[src/rtl/mem_arbiter_pkg.sv]
// Shared types for the fetch/data memory-port arbiter.
// The bus request struct is also used by the bus model.
package mem_arbiter_pkg;

    typedef enum logic [1:0] {
        IDLE = 2'd0,
        FE   = 2'd1,
        MEM  = 2'd2
    } arb_state_t;

    typedef struct packed {
        logic        we;
        logic [29:0] addr;
        logic [3:0]  be;
        logic [31:0] wdata;
    } bus_req_t;

endpackage

[src/rtl/mem_arbiter.sv]
// Arbitrates fetch and data requests onto a single memory port, one transaction at a time.
// Data has fixed priority, and a starvation counter guarantees that fetch still makes progress.
module mem_arbiter
    import mem_arbiter_pkg::*;
#(
    parameter int STARVE_LIMIT = 4
) (
    input  logic        clk,
    input  logic        reset_n,

    input  logic        fe_req,
    input  logic [31:2] fe_addr,
    output logic        fe_ack,
    output logic        fe_error,
    output logic [31:0] fe_data,

    input  logic        mem_req,
    input  logic        mem_we,
    input  logic [31:2] mem_addr,
    input  logic [3:0]  mem_be,
    input  logic [31:0] mem_wdata,
    output logic        mem_ack,
    output logic        mem_error,
    output logic [31:0] mem_rdata,

    output logic        bus_req,
    output logic        bus_we,
    output logic [31:2] bus_addr,
    output logic [3:0]  bus_be,
    output logic [31:0] bus_wdata,
    input  logic        bus_ack,
    input  logic        bus_error,
    input  logic [31:0] bus_rdata
);

    localparam logic [3:0] LIMIT = 4'(STARVE_LIMIT);

    arb_state_t state, next_state;
    logic [3:0] starve_cnt;
    bus_req_t   lat;
    logic       mem_grant, fe_grant;

    // Grants are only made from IDLE. This means no grant happens in an ack cycle.
    always_comb begin
        mem_grant = (state == IDLE) && mem_req && ((starve_cnt < LIMIT) || !fe_req);
        fe_grant  = (state == IDLE) && fe_req && !mem_grant;
    end

    // NOTE: sequential state uses non-blocking assignments, so every flop samples pre-edge values.
    always_ff @(posedge clk or negedge reset_n) begin
        if (!reset_n) state <= IDLE;
        else          state <= next_state;
    end

    always_comb begin
        // NOTE: the default assignment up front keeps this block free of inferred latches.
        next_state = state;
        unique case (state)
            IDLE: begin
                if (mem_grant)     next_state = MEM;
                else if (fe_grant) next_state = FE;
            end
            FE, MEM: begin
                if (bus_ack) next_state = IDLE;
            end
            default: next_state = IDLE;
        endcase
    end

    always_comb begin
        bus_req   = (state != IDLE);
        bus_we    = lat.we;
        bus_addr  = lat.addr;
        bus_be    = lat.be;
        bus_wdata = lat.wdata;
        fe_ack    = (state == FE) && bus_ack && fe_req && (fe_addr == lat.addr);
        mem_ack   = (state == MEM) && bus_ack;
    end

    // A fetch grant always drives a full-word read.
    always_ff @(posedge clk or negedge reset_n) begin
        if (!reset_n) begin
            lat        <= '0;
            starve_cnt <= '0;
        end else begin
            if (mem_grant)
                lat <= '{we: mem_we, addr: mem_addr, be: mem_be, wdata: mem_wdata};
            else if (fe_grant)
                lat <= '{we: 1'b0, addr: fe_addr, be: 4'hF, wdata: 32'h0};

            if (mem_grant && fe_req)
                starve_cnt <= (starve_cnt >= LIMIT) ? LIMIT : starve_cnt + 4'd1;
            else if (fe_grant || (state == IDLE && !fe_req))
                starve_cnt <= '0;
        end
    end

    // Each response is held until the next ack to the same side. A redirected fetch leaves it untouched.
    always_ff @(posedge clk or negedge reset_n) begin
        if (!reset_n) begin
            fe_data   <= '0;
            fe_error  <= 1'b0;
            mem_rdata <= '0;
            mem_error <= 1'b0;
        end else begin
            if (fe_ack) begin
                fe_data  <= bus_rdata;
                fe_error <= bus_error;
            end
            if (mem_ack) begin
                mem_rdata <= bus_rdata;
                mem_error <= bus_error;
            end
        end
    end

endmodule

[config.mk]
export PLATFORM = sky130hd
export DESIGN_NAME = mem_arbiter
export DESIGN_NICKNAME = d
export VERILOG_FILES = /design/src/rtl/mem_arbiter_pkg.sv /design/src/rtl/mem_arbiter.sv
export SDC_FILE = /design/constraint.sdc
export NUM_CORES = 1
export LEC_CHECK = 0
export ABC_AREA = 1
export CAP_MARGIN = 20
export CORE_ASPECT_RATIO = 0.6
export CORE_MARGIN = 2
export CORE_UTILIZATION = 45
export CTS_BUF_LIST = sky130_fd_sc_hd__clkbuf_8 sky130_fd_sc_hd__clkbuf_16
export DETAILED_ROUTE_END_ITERATION = 10
export PLACE_DENSITY = 0.84
export SLEW_MARGIN = 20
export SYNTH_ARGS = -nofsm -noshare
export SYNTH_HDL_FRONTEND = slang
export SYNTH_SLANG_ARGS = --single-unit
[constraint.sdc]
create_clock -name clk -period 3.05 [get_ports clk]
set_input_delay 0.4575 -clock clk [delete_from_list [all_inputs] [get_ports clk]]
set_output_delay 0.4575 -clock clk [all_outputs]
set_load 0.01 [all_outputs]
* After elaboration in Yosys (flattened, before gate mapping)
Index checks and enable logic that the tools add are counted.
** Word-level totals
- Register bits :: 139
- Input port bits :: 135
- Output and inout bits :: 136
- Logic and storage cells :: 47
** Operators by class
- Add/sub/neg operators :: 1
- $lt $le $gt $ge :: 2
- Equal/unequal tests :: 5
- Multiplexer cells :: 9
- Reduce and logical (&&, ||, !) cells :: 20
** Operators with widths (number)
- $mux 67 :: 2
- $eq 30x30->1 :: 1
- $mux 4 :: 3
- $logic_and 1x1->1 :: 10
- $mux 2 :: 3
- $reduce_bool 2->1 :: 3
- $add 4x1->4 const B :: 1
- $ge 4x3->1 const B :: 1
- $lt 4x3->1 const B :: 1
- $pmux 2 s2 :: 1
- $ne 3x3->1 const B :: 1
- $eq 2x1->1 const B :: 1
- $eq 2x2->1 const B :: 1
- $logic_not 1->1 :: 2
- $logic_not 2->1 :: 1
- $logic_or 1x1->1 :: 2
- $ne 2x2->1 const B :: 1
- $reduce_and 2->1 :: 1
- $reduce_or 2->1 :: 1

* Depth between registers and ports, before layout
Gate-level depths: netlist of the first run.
- Word-level depth :: 8
- Gate-level depth with buffers :: 12
- Depth with buffers taken out :: 11

* Worst setup path before layout of the first run
Ideal clock, no wire load.
- Path type :: flip-flop to output port
- From :: register state[1]
- To :: output fe_ack
- Data arrival time :: 1.411 ns
- Data required time :: 2.592 ns
- Setup slack :: 1.181 ns
- Stages on the path, launching flop included :: 12
- Path through :: dfrtp_1 inv_1 ha_1 nand2_1 nor2_1 nand3_1 nor2_1 nand2_2 nor2_8 nand2_4 buf_6 inv_2
** Between the ends
- Cells in the longest elaborated chain, start to end :: 4
** Ends and longest elaborated chain
- from (decl) :: line mem_arbiter.sv:38 : arb_state_t state, next_state;
- from (signal assigned) :: line mem_arbiter.sv:52 : else state <= next_state;
- $eq 2x1->1 :: line mem_arbiter.sv:76 : fe_ack = (state == FE) && bus_ack && fe_req && (fe_addr == lat.addr);
- $logic_and 1x1->1 (3 in series) :: line mem_arbiter.sv:76
- to (decl) :: line mem_arbiter.sv:13 : output logic fe_ack,
No other way between the ends.

* Worst setup path in the final report of the first run
- From :: input fe_addr[21] in the netlist's numbering
- To :: output fe_ack
** Between the ends
- Cells in the longest elaborated chain, start to end :: 2
** Ends and longest elaborated chain
- from (decl) :: line mem_arbiter.sv:12 : input logic [31:2] fe_addr,
- $eq 30x30->1 :: line mem_arbiter.sv:76
- $logic_and 1x1->1 :: line mem_arbiter.sv:76
No other way between the ends.

==> flow_summary_export.csv, run 1 <==
group,metric,value,unit
placed_design,hpwl,13500,um
placed_design,gp_congestion,0.834,
clocking,cts-resized-gates,0,
floorplanning,die_x,153,um
pwr,p_per_area,916,nW/um^2
global_route,grt_antenna_before_repair,0,
global_route,grt_start_max_net_pins,63,
job,drv_cap,0,
routing,via_count,5652,
cells_and_area,drive_above_1_share,6.24,%
global_route,grt_pass1_vias,5633,
pwr,p_int,5.71,mW
clocking,cts_tree,"done",
routing,wire_per_inst,17.3,um
hold_path,min_path_cells,2,
routing,drc,0,
yosys,synth_fp_nets,789,
yosys,synth-seq-cells,139,
critical_path,crit_arrival,2.40,ns
timing,timing.final.crit_share,93.8,%
pwr,power_frac_seq,34.0,%
routing,vias_per_cell,5.14,
cells_and_area,final_cell_mix,"clkdlybuf4s50_1 (269), nand2_1 (227), dfrtp_1 (139)",
critical_path,crit_fanout,2,
global_route,met1_usage,36.0,%
global_route,grt_pass1_wl,29800,um
critical_path,startpoint_type,"input pin",
timing,slew_viol_final,0,
yosys,netlist_area,5960,um^2
yosys,syn_area_per_cell,9.18,um^2
yosys,ys_seq_area_share,58.4,%
run_status,status,"finished, final reports clean",
clocking,htreeDepth,4,
clocking,clk_latency,0.41,ns
cells_and_area,final_nets,1058,
floorplanning,die_h,93.2,um
critical_path,cp.required,2.59,ns
clocking,cts_buffers,17,
cells_and_area,diodes,0,
clocking,cts.sinks,139,
critical_path,criticalPathCategory,"input pin to primary output",
timing,max_slew.worst_pin.slew,0.602,ns
clocking,cts_buffer_depth,2,
critical_path,reg2reg_depth,9,
floorplanning,ios,271,
global_route,overflow,0,
timing,min_period,2.86,ns
pwr,vdd_drop_max,0.000496,V
global_route,grt_use_met2,42.8,%
pwr,p_total,8.66,mW
pwr,p_leak,4.39,nW
timing,rsz0062_at_grt,"no",
cells_and_area,areaGrowthSynthToFinish,58.5,%
pwr,p_clk_share,24.9,%
global_route,grt_most_used_layer,"met2",
timing,final-setup-viol-count,0,
pwr,switchingPower,2.95,mW
yosys,synth_warnings,0,
global_route,grt_use_total,26.9,%
timing,max_freq,350,MHz
yosys,yosys.cell_types.count,26,
floorplanning,die-area,14200,um^2
yosys,netlist_instances,649,
clocking,cts-root-buf,"clkbuf_16",
timing,tns,0,ns
critical_path,endpoint_kind,"primary output",
floorplanning,start_util,46.2,%
hold_path,hp-class,"register to register",
pwr,p_comb_share,41.0,%
clocking,path_clk_slew,0.06,ns
pwr,p_sw_share,34.1,%
floorplanning,rows,32,
placed_design,port_buffers,270,
routing,dr.pass1.iters,5,
routing,ant_nets,0,
timing,fin_skew,0.0115,ns
global_route,grt_use_met3,9.27,%
floorplanning,coreArea,12900,um^2
routing,drt_iter0_markers,351,
cells_and_area,final_common_cell,"clkdlybuf4s50_1",
cells_and_area,fill_cells,951,
timing,slew-limit-headroom,59.8,%
timing,finalHoldViolations,0,
routing,drt-total-wl,19100,um
==> flip-flops by register name (all words and copies together) (netlist names) <==
| signal | flops |
|---|---|
| fe_data | 32 |
| mem_rdata | 32 |
| bus_wdata | 32 |
| fe_error | 1 |
| starve_cnt | 4 |
| state | 2 |
| bus_be | 4 |
| bus_we | 1 |
| mem_error | 1 |
| bus_addr | 30 |
==> worst paths after layout <==
kind                             start             to  slack (ns)
max                        fe_addr[21]         fe_ack        0.19
min                         fe_data[1]     fe_data[1]        0.47
max reg2reg                   state[1]  starve_cnt[2]        0.88
min reg2reg                 fe_data[1]     fe_data[1]        0.47
max in group asynchronous      reset_n   bus_wdata[6]        1.70
min in group asynchronous      reset_n    bus_addr[4]        0.56
==> layout make-up <==
cell class / instances / area [um^2] / area share [%]
Sequential cell: 139 / 3480 / 36.8
Timing Repair Buffer: 284 / 2840 / 30.0
Multi-Input combinational cell: 445 / 2190 / 23.2
Clock buffer: 18 / 439 / 4.65
Tap cell: 170 / 213 / 2.25
Clock inverter: 12 / 174 / 1.84
Inverter: 31 / 116 / 1.23
==> synthesized netlist by cell type <==
cell type,count,share of area (%)
nand2_1,227,14
dfrtp_1,139,58
a21oi_1,55,4.6
nand3_1,37,3.1
nor2_1,36,2.3
a22o_1,33,4.8
xnor2_1,22,3.2
inv_1,19,1.2
clkbuf_1,15,0.94
buf_2,12,1.0
inv_2,10,0.63
o21ai_0,10,0.84
o21ai_1,8,0.67
ha_1,5,1.0
o22ai_1,4,0.42
buf_4,3,0.38
buf_6,3,0.57
clkinv_1,2,0.13
nor2_4,2,0.38
a21boi_0,1,0.13
buf_1,1,0.063
nand2_2,1,0.11
nand2_4,1,0.19
nand4_1,1,0.11
nor2_8,1,0.34
xor2_1,1,0.15
==> power groups by stage <==
stage          combinational [mW]  clock [mW]  sequential (mW)
2_1_floorplan                1.36           0             3.17
3_3_place_gp                 3.48           0             2.92
3_5_place_dp                 3.56           0             2.93
4_1_cts                      3.57        2.20             2.93
5_1_grt                      3.85        2.28             3.01
6_report                     3.55        2.16             2.94
==> critical path, stage by stage <==
cell and delay (ns):
clkdlybuf4s50_1 0.43, xnor2_1 0.20, nand2_1 0.07, nor2_1 0.24, nand2_1 0.17, nor2_4 0.16, nand2_4 0.06, inv_2 0.04
clkdlybuf4s50_1 0.57
==> stage by stage <==
step,utilization (%),cells,setup slack (ns),cell area [um^2],hold slack [ns]
global route,73.3,1099,0.0759,9450,0.497
floorplan,-,649,1.18,5960,0.162
CTS,73.3,1099,0.211,9450,0.472
detailed placement,68.4,1068,0.219,8820,0.435
global placement,68.4,1068,0.217,8820,0.434
finish,73.3,1099,0.189,9450,0.468
==> timing repair <==
action,in CTS,in global routing
hold endpoints to repair,3,0
buffers inserted,0,0
hold buffers,1,0
==> cell families (layout without fill, tap and decap cells) <==
family | Yosys count | after routing | synth area share (%)
and+or+nand+nor | 306 | 306 | 20.8
AOI/OAI and AO/OA | 111 | 111 | 11.5
buffers and inverters | 65 | 345 | 4.91
DFF | 139 | 139 | 58.4
adders and majority gates | 5 | 5 | 1.05
xor gates and xnor gates | 23 | 23 | 3.38
==> metal layers <==
layer | vias to the layer above | routed length, um
met2 | 262 | 8830
met4 | 0 | 190
li1 | 2637 | -
met5 | - | 0
met3 | 15 | 1840
met1 | 2738 | 8200
Power figures use the tool's default switching activity.
==> inputs of run 2 (changes only) <==
- ABC_CLOCK_PERIOD_IN_PS: unset -> 3050
- CORE_UTILIZATION: 45 -> 46
- CTS_BUF_LIST: sky130_fd_sc_hd__clkbuf_8 sky130_fd_sc_hd__clkbuf_16 -> sky130_fd_sc_hd__clkbuf_8
- PLACE_DENSITY: 0.84 -> 0.86
==> run 2 against run 1 <==
Against the previous run:
- power shrank 8.3%
- combinational power about the same
- design area is 2.4% lower
- sequential cell count unchanged
- via count fell by 0.34%
- critical path type unchanged
- largest cell class unchanged
==> flow_summary_export.csv, run 2 (same netlist as run 1, synthesis figures left out) <==
group,metric,value,unit
routing,top_layer_used,"met4",
timing,tns,0,ns
timing,max_slew.worst_pin.slew,0.570,ns
critical_path,cp.required,2.59,ns
floorplanning,rows,32,
cells_and_area,final_cell_area,9220,um^2
timing,slew_viol_final,0,
timing,finalHoldViolations,0,
timing,min_period,2.83,ns
global_route,overflow,0,
cells_and_area,fill_cells,949,
clocking,cts.sinks,139,
timing,fin_skew,0.0129,ns
placed_design,gp_congestion,0.862,
cells_and_area,diodes,0,
critical_path,reg2reg_depth,11,
critical_path,crit_slowest_cell,"clkdlybuf4s50_1",
routing,met3_length,1990,um
critical_path,startpoint_type,"input pin",
critical_path,criticalPathCategory,"input pin to primary output",
floorplanning,start_util,46.8,%
routing,ant_nets,0,
critical_path,cp-startpoint,"fe_addr[4]",
routing,vias_per_cell,5.13,
clocking,path_clk_slew,0.08,ns
critical_path,cp_num_buf_inv,4,
placed_design,hpwl,13700,um
pwr,p_per_area,861,nW/um^2
placed_design,port_buffers,270,
global_route,grt_antenna_before_repair,0,
global_route,grt_pass1_vias,5737,
cells_and_area,final_common_cell,"clkdlybuf4s50_1",
timing,finalWorstSetupSlack,0.215,ns
timing,max_freq,353,MHz
critical_path,worstPathCellList,"clkdlybuf4s50_1 > inv_1 > nand2_1 > nand4_1 > nor2_1 > nand2_1 > nor2_4 > nand2_4 > inv_2 > clkdlybuf4s50_1",
routing,met2WireLength,8930,um
routing,wire_per_inst,17.4,um
floorplanning,ios,271,
critical_path,slowest_delay,0.53,ns
critical_path,cp_num_cells,10,
timing,final-setup-viol-count,0,
timing,timing.final.crit_share,92.9,%
global_route,grt_use_total,28.2,%
critical_path,crit_arrival,2.38,ns
routing,wl_met1,7820,um
cells_and_area,final_cell_mix,"clkdlybuf4s50_1 (269), nand2_1 (227), dfrtp_1 (139)",
run_status,status,"finished, final reports clean",
cells_and_area,regArea,3480,um^2
routing,dr.pass1.iters,4,
critical_path,r2r-end,"fe_data[2]",
global_route,grt_start_max_net_pins,61,
routing,via_count,5633,
cells_and_area,areaGrowthSynthToFinish,54.6,%
floorplanning,die_x,151,um
floorplanning,die-area,13900,um^2
routing,drt-total-wl,19100,um
pwr,p_total,7.94,mW
timing,rsz0062_at_grt,"no",
critical_path,rrSetupSlack,1.07,ns
critical_path,critical_path.top_delay_family,"buffers and inverters",
routing,drt_iter0_markers,325,
clocking,cts_tree,"done",
clocking,cts_buffer_depth,2,
cells_and_area,multiInputGateArea,2190,um^2
timing,slew-limit-headroom,62.0,%
cells_and_area,drive_above_1_share,6.25,%
critical_path,cp-endpoint,"fe_ack",
clocking,cts-root-buf,"clkbuf_8",
job,drv_cap,0,
cells_and_area,final_nets,1058,
clocking,cts_buffers,17,
floorplanning,die_h,92.2,um
pwr,p_leak,4.28,nW
critical_path,endpoint_kind,"primary output",
placed_design,placed_area,8840,um^2
critical_path,crit_fanout,2,
hold_path,hp-class,"register to register",
clocking,cts_setup_buffers,0,
critical_path,rr_startpoint,"state[1]",
pwr,vdd_drop_max,0.000515,V
routing,drc,0,
floorplanning,coreArea,12700,um^2
clocking,htreeDepth,4,
clocking,clk_latency,0.43,ns
placed_design,dpl_worst_slack,0.216,ns
global_route,grt_pass1_wl,29900,um
==> run 2: where the power goes <==
part / total [mW] / switching, mW / internal, mW
combinational: 3.57 / 1.71 / 1.86
clock: 1.44 / 0.706 / 0.734
sequential: 2.93 / 0.455 / 2.47
==> run 2: worst min-delay path by stage <==
stage | slack, ns | from | end | depth (start not counted)
after global routing | 0.49 | fe_data[7] | fe_data[7] | 2
after CTS | 0.48 | fe_data[31] | fe_data[31] | 2
final | 0.47 | fe_data[31] | fe_data[31] | 2
after floorplan | 0.16 | reset_n | bus_addr[10] | 0
after detailed placement | 0.46 | fe_data[31] | fe_data[31] | 2
after global placement | 0.45 | fe_data[28] | fe_data[28] | 2
==> run 2: repair_timing <==
action	4_1_cts	5_1_grt
resized for setup	0	0
hold endpoints to repair	7	0
hold buffers	1	0
==> run 2: tightest hold or removal path: stages, from the launching register on <==
cell and delay [ns]:
dfrtp_1 0.35, nand2_1 0.05, nand2_1 0.04
==> run 2: cell type report <==
cell class	count	share of cell area (%)
clock inverters	11	1.34
multi-input cells	445	23.8
inverters	31	1.26
repair buffers	284	30.9
well taps	170	2.31
clock buffers	18	2.69
flip-flops and latches	139	37.7
==> run 2: layer usage <==
layer  vias to the layer above  GRT usage (%)
met1                      2710           36.0
met2                       252           45.1
li1                       2642              -
met3                        29           10.9
met4                         0           7.63
met5                         -              0
==> run 2: per-stage QoR <==
step | hold slack [ns] | std cells | util, %
2_1_floorplan | 0.162 | 649 | -
3_3_place_gp | 0.453 | 1068 | 69.4
3_5_place_dp | 0.457 | 1068 | 69.4
4_1_cts | 0.478 | 1098 | 72.4
5_1_grt | 0.494 | 1098 | 72.4
6_report | 0.474 | 1098 | 72.4
